## config.mk

```make
export PLATFORM = sky130hd
export DESIGN_NAME = comp
export DESIGN_NICKNAME = d
export VERILOG_FILES = /design/src/rtl/comp_pkg.sv /design/src/rtl/comp_core.sv /design/src/rtl/comp.sv
export SDC_FILE = /design/constraint.sdc
export NUM_CORES = 1
export LEC_CHECK = 0
export BUFFER_PORTS_ARGS = -buffer_cell sky130_fd_sc_hd__buf_2
export CORE_ASPECT_RATIO = 0.7
export CORE_MARGIN = 2
export CORE_UTILIZATION = 52
export CTS_CLUSTER_SIZE = 14
export DETAILED_ROUTE_END_ITERATION = 12
export GPL_ROUTABILITY_DRIVEN = 0
export GPL_TIMING_DRIVEN = 0
export PLACE_DENSITY = 0.79
export SYNTH_ARGS = -nofsm -noshare
export SYNTH_HDL_FRONTEND = slang
export SYNTH_SLANG_ARGS = --single-unit
```

## constraint.sdc

```tcl
create_clock -name clk -period 7.2 [get_ports clk]
set_input_delay 1.8 -clock clk [delete_from_list [all_inputs] [get_ports clk]]
set_output_delay 1.8 -clock clk [all_outputs]
set_load 0.01 [all_outputs]
```

## src/rtl/comp_pkg.sv

```systemverilog
// Shared constants and types for the unsigned comparator block.
package comp_pkg;

    // Default operand width in bits.
    localparam int WIDTH_DEF = 8;

    // Default width of the less-than event counter.
    localparam int CNT_W_DEF = 16;

    // Result of one compare; exactly one field is set for binary operands.
    typedef struct packed {
        logic lt;
        logic eq;
        logic gt;
    } cmp_flags_t;

endpackage

```

## src/rtl/comp_core.sv

```systemverilog
// Purely combinational unsigned magnitude compare of two operands.
module comp_core #(
    parameter int WIDTH = comp_pkg::WIDTH_DEF
) (
    input  logic [WIDTH-1:0] A,
    input  logic [WIDTH-1:0] B,
    output logic             lt,
    output logic             eq,
    output logic             gt
);

    // Three mutually exclusive relations; X/Z on the operands propagates unmasked.
    always_comb begin
        lt = (A < B);
        eq = (A == B);
        gt = (A > B);
    end

endmodule

```

## src/rtl/comp.sv

```systemverilog
// Unsigned comparator with registered less-than flag, rise pulse and a
// saturating count of cycles in which A < B was sampled.
module comp
    import comp_pkg::*;
#(
    parameter int WIDTH = WIDTH_DEF,
    parameter int CNT_W = CNT_W_DEF
) (
    input  logic             clk,
    input  logic             rst,
    input  logic [WIDTH-1:0] A,
    input  logic [WIDTH-1:0] B,
    output logic             Y,
    output logic             EQ,
    output logic             GT,
    output logic             Y_q,
    output logic             y_rise,
    output logic [CNT_W-1:0] lt_count
);

    localparam logic [CNT_W-1:0] CNT_MAX = {CNT_W{1'b1}};
    localparam logic [CNT_W-1:0] CNT_ONE = CNT_W'(1);

    cmp_flags_t       flags;
    logic             y_q_reg;
    logic             y_rise_reg;
    logic [CNT_W-1:0] lt_count_reg;
    logic [CNT_W-1:0] lt_count_next;

    comp_core #(
        .WIDTH (WIDTH)
    ) u_core (
        .A  (A),
        .B  (B),
        .lt (flags.lt),
        .eq (flags.eq),
        .gt (flags.gt)
    );

    // Flags go straight out; reset deliberately has no influence on them.
    always_comb begin
        Y  = flags.lt;
        EQ = flags.eq;
        GT = flags.gt;
    end

    // Counter advances on every sampled less-than and parks at all-ones.
    always_comb begin
        lt_count_next = lt_count_reg;
        if (flags.lt && (lt_count_reg != CNT_MAX)) begin
            lt_count_next = lt_count_reg + CNT_ONE;
        end
    end

    // Registered state; reset takes priority over a simultaneous less-than.
    // The rise pulse is registered alongside Y_q so it is high exactly in the
    // first cycle that Y_q reads 1.
    always_ff @(posedge clk) begin
        if (rst) begin
            y_q_reg      <= 1'b0;
            y_rise_reg   <= 1'b0;
            lt_count_reg <= '0;
        end else begin
            y_q_reg      <= flags.lt;
            y_rise_reg   <= flags.lt & ~y_q_reg;
            lt_count_reg <= lt_count_next;
        end
    end

    // Expose registered state.
    always_comb begin
        Y_q      = y_q_reg;
        y_rise   = y_rise_reg;
        lt_count = lt_count_reg;
    end

endmodule

```

# After elaboration in Yosys (flattened, before gate mapping)
# Cells that the tools add are included.
[classes] bitwise_logic=2 n_reduce_logical=1 eq_ne=2 magnitude_cmp=2 add_sub_neg=1
[op_table] op="adder 16 x 1 -> 16 bit, second input constant" n=1
[op_table] op="!= test 16 bit, second input constant" n=1
[op_table] op="== test 8 bit" n=1
[op_table] op="greater-than comparator 8 bit" n=1
[op_table] op="< comparator 8 bit" n=1
[op_table] op="AND 1 bit" n=1
[op_table] op="logical AND 1 bit" n=1
[op_table] op="inverter 1 bit" n=1
[totals] reg_bits=18 in_bits=18

# Longest topological paths before layout
[depth] ltp_word=2 mapped_depth=9

# Hierarchy
# Synthesis repeated with hierarchy kept, for this count alone.
[hier_totals] hier_cells=127 hier_area_um2=1122.3
[by_module_without_submodules] mod="comp" cells_per_inst=98 instances=1 area_per_inst_um2=897.1
[by_module_without_submodules] mod="comp_core" cells_per_inst=29 instances=1 area_per_inst_um2=225.2

# Worst setup path after synthesis
# No wires, ideal clock.
[synth_path] path_kind="input port to output port" start="input port B[1]" end="output port GT" path_buffers=1 t_arrival_ps=3305 required_time_ps=5400 stages=9 slack_ps=2095 path_cell_list="inv_1 > ha_1 > nor2b_1 > o211ai_1 > a21oi_1 > clkbuf_1 > or2_2 > inv_1 > nor2_1"
[synth_via] elab_chain_len=1
[synth_rtl] item="start: declaration" line_no="comp.sv:12" text="input logic [WIDTH-1:0] B,"
[synth_rtl] item="greater-than comparator 8 bit" line_no="comp_core.sv:16" text="gt = (A > B);"
[synth_rtl] item="end: declaration" line_no="comp.sv:15" text="output logic GT,"
# No other way between the ends.

# Worst setup path after layout
# Same ends and word-level chain as after synthesis.

==> summary.md <==
| Metric | Value |
|---|---|
| Final-report setup violation count | `0` |
| Detail Placement HPWL | `between 2000 and 2500 microns` |
| PD cells | `143 mW/mm^2` |
| Share of cells above drive strength 1 | `28.7%` |
| Max reg flops | `16` |
| Worst Skew | `0.00860 ns` |
| Vias in the first global route | `approximately 1000` |
| CP Cell Sequence | `buf_2 > inv_1 > ha_1 > nor2b_1 > o211ai_1 > a21oi_1 > clkbuf_1 > or2_2 > inv_1 > nor2_1 > buf_2` |
| Post-synthesis register bit count | `18` |
| I/O pin count | `39` |
| Crit Path Category | `primary input to output port` |
| Fillcell total | `164` |
| Post-CTS Repair Setup Buffers | `0` |
| Post-synth top area share | `32.4%` |
| DP Worst Slack | `1.67 ns` |
| I/O Buffers | `38` |
| Root Buffer | `clkbuf_4` |
| DRC | `0` |
| Worst EP required | `~5.4 ns` |
| Asr flop ratio synth | `0%` |
| Nets | `roughly 200` |
| P_leak | `0.610 nW` |
| Worst Path Arrival | `about 3.8 ns` |
| Final hold vios | `0` |
| Final Max Slew Viols | `0` |
| Worst vdd ir | `between 0.1 and 0.15 mV` |
| Tmin final | `5.55 ns` |
| Total CTS buffers | `3` |
| Critical path's slowest cell | `a21oi_1` |
| Detailed Route Iter0 Violations | `65` |
| Total track usage | `around a quarter` |
| Diode count | `0` |
| Clock slew at reported path FFs | `0.09 ns` |
| Htree depth | `1` |
| Layout area overhead | `21.6%` |
| Netlist cell types | `32` |
| Clk buf depth | `2` |
| Status | `completed` |
| Largest fanout on the critical path | `10` |
| Worst Setup End Kind | `output port` |
| Rel. slew slack | `about three fifths` |
| Worst slew pin tran | `0.576 ns` |
| Register area share after synthesis | `32.4%` |
| Clk_lat worst skew | `0.30 ns` |
| Fin crit share | `between 70% and 80%` |
| CP peak stage delay | `0.41 ns` |
| Global-route wire length before repair | `roughly 4600 microns` |
| Clock Sinks | `18` |
| Synth warnings | `0` |
| Routed Antenna Nets | `0` |
| CTS tree | `done` |
| PostCTS Resize Cnt | `0` |
| Final worst slack | `between 1.5 and 2 ns` |
| Width of the die | `59.3 microns` |
| EDFF count, synth | `0` |
| Syn Area/Cell | `roughly 8.4 sq um` |
| Die ar. | `0.00253 sq mm` |
| Via/cell ratio | `5.80` |
| Main synth FF type | `dfxtp_1` |
| Initial core utilization | `57.5%` |
| Hold-fix buffers, CTS | `0` |
| Cells after synthesis | `about 130` |
| Max-cap violations | `0` |
| FP Rows | `13` |
| Cell taking the most area after synthesis | `dfxtp_1` |
| WL final | `2730 microns` |
| HP Class | `register to register` |
| CP Launch Type | `primary input` |
| Peak Freq | `180 MHz` |
| Synth area leaders | `dfxtp_1 (32%), ha_1 (10%), o31ai_1 (5.4%)` |
| Syn nets | `160` |
| Die height | `approximately 43 microns` |
| Core area | `0.00194 sq mm` |
| Pin count of the biggest net entering global routing | `11` |
| RSZ-0062 raised after global routing | `false` |
| Initial antenna violation count | `0` |
| WL per Instance | `13.9 microns` |
| Cell Area, Synth | `around 0.0011 sq mm` |
| Overflow left after global routing | `0` |
| DR pass1 iterations | `5` |
| Vias | `1136` |
| Setup TNS | `0 ns` |
==> where the power goes <==
group	switching, mW	total, mW	internal [mW]	leakage, nW
logic	0.0208	0.0379	0.0171	0.450
registers	0.00269	0.105	0.103	0.146
clock network	0.0311	0.0507	0.0195	0.0138
total	0.0546	0.194	0.139	0.610
==> worst max-delay path, delay by kind of cell <==
kind,cells,cell delay [ns]
compound gates,2,0.50
fa+ha+maj,1,0.28
buf+inv,5,0.71
simple gates,3,0.45
==> path summary, 6_finish.rpt <==
path	slack (ns)	start	to	cells after the start
hold reg to reg	0.43	Y_q$_SDFF_PP0_	y_rise$_SDFF_PP0_	1
hold / removal	0.43	Y_q$_SDFF_PP0_	y_rise$_SDFF_PP0_	1
setup / recovery	1.65	B[1]	GT	11
setup reg to reg	4.97	lt_count[3]$_SDFFE_PP0P_	lt_count[13]$_SDFFE_PP0P_	6
==> metrics by stage <==
step / hold WS, ns / instances / power, mW / area [sq um] / util, %
floorplan: 0.468 / 133 / 0.130 / 1110 / -
global placement: 0.405 / 193 / 0.143 / 1330 / 68.7
detailed placement: 0.411 / 193 / 0.145 / 1330 / 68.7
CTS: 0.426 / 196 / 0.194 / 1350 / 69.9
global route: 0.462 / 196 / 0.204 / 1350 / 69.9
finish: 0.431 / 196 / 0.194 / 1350 / 69.9
==> logic make-up (layout without fill, tap and decap cells) <==
family,count (synthesis),after routing,share of synthesized area (%)
buffers and inverters,19,60,7.20
multiplexers,6,6,5.96
adder cells (fa/ha/maj),9,9,10.1
AND/OR/NAND/NOR,56,56,29.6
flip-flops,18,18,32.4
AO/OA/AOI/OAI,25,25,14.7
==> cells in the mapped netlist (5+ instances only) <==
cell / n
a21oi_1: 11
dfxtp_1: 18
ha_1: 9
inv_1: 13
nand2_1: 7
nand4_1: 6
nor2_1: 9
nor2b_1: 6
nor3_1: 5
o31ai_1: 8
or4_1: 8
==> layer usage <==
layer	share of wire, %	GRT usage, %	up-vias
li1	-	-	572
met1	45	32.2	504
met2	46	36.5	53
met3	8.0	8.23	7
met4	0.84	5.91	0
met5	0	0	-
==> area by class of cell <==
class / instances / area (sq um) / share of cell area (%)
buffer: 6 / 31.3 / 2.31
clock buffer: 3 / 22.5 / 1.67
inverter: 13 / 48.8 / 3.61
multi-input combinational: 96 / 672 / 49.7
sequential: 18 / 360 / 26.6
tap: 22 / 27.5 / 2.04
timing repair buffer: 38 / 190 / 14.1
==> cells in the final DEF, fill, tap and decap left out, drive strengths merged <==
master,synthesis,layout
a21o,1,1
or3,2,2
nor2,9,9
mux2i,1,1
mux2,5,5
ha,9,9
or2,3,3
nand2b,1,1
a2111oi,1,1
nand4,6,6
dfxtp,18,18
o211ai,1,1
or4,8,8
clkbuf,4,7
nor2b,6,6
nor4b,2,2
inv,13,13
a211o,1,1
o31ai,8,8
nand3,3,3
o21ai,1,1
buf,2,40
and4,1,1
nor4,3,3
a21oi,11,11
nand2,7,7
nor3,5,5
o221a,1,1
(Power assumes the default switching activity.)
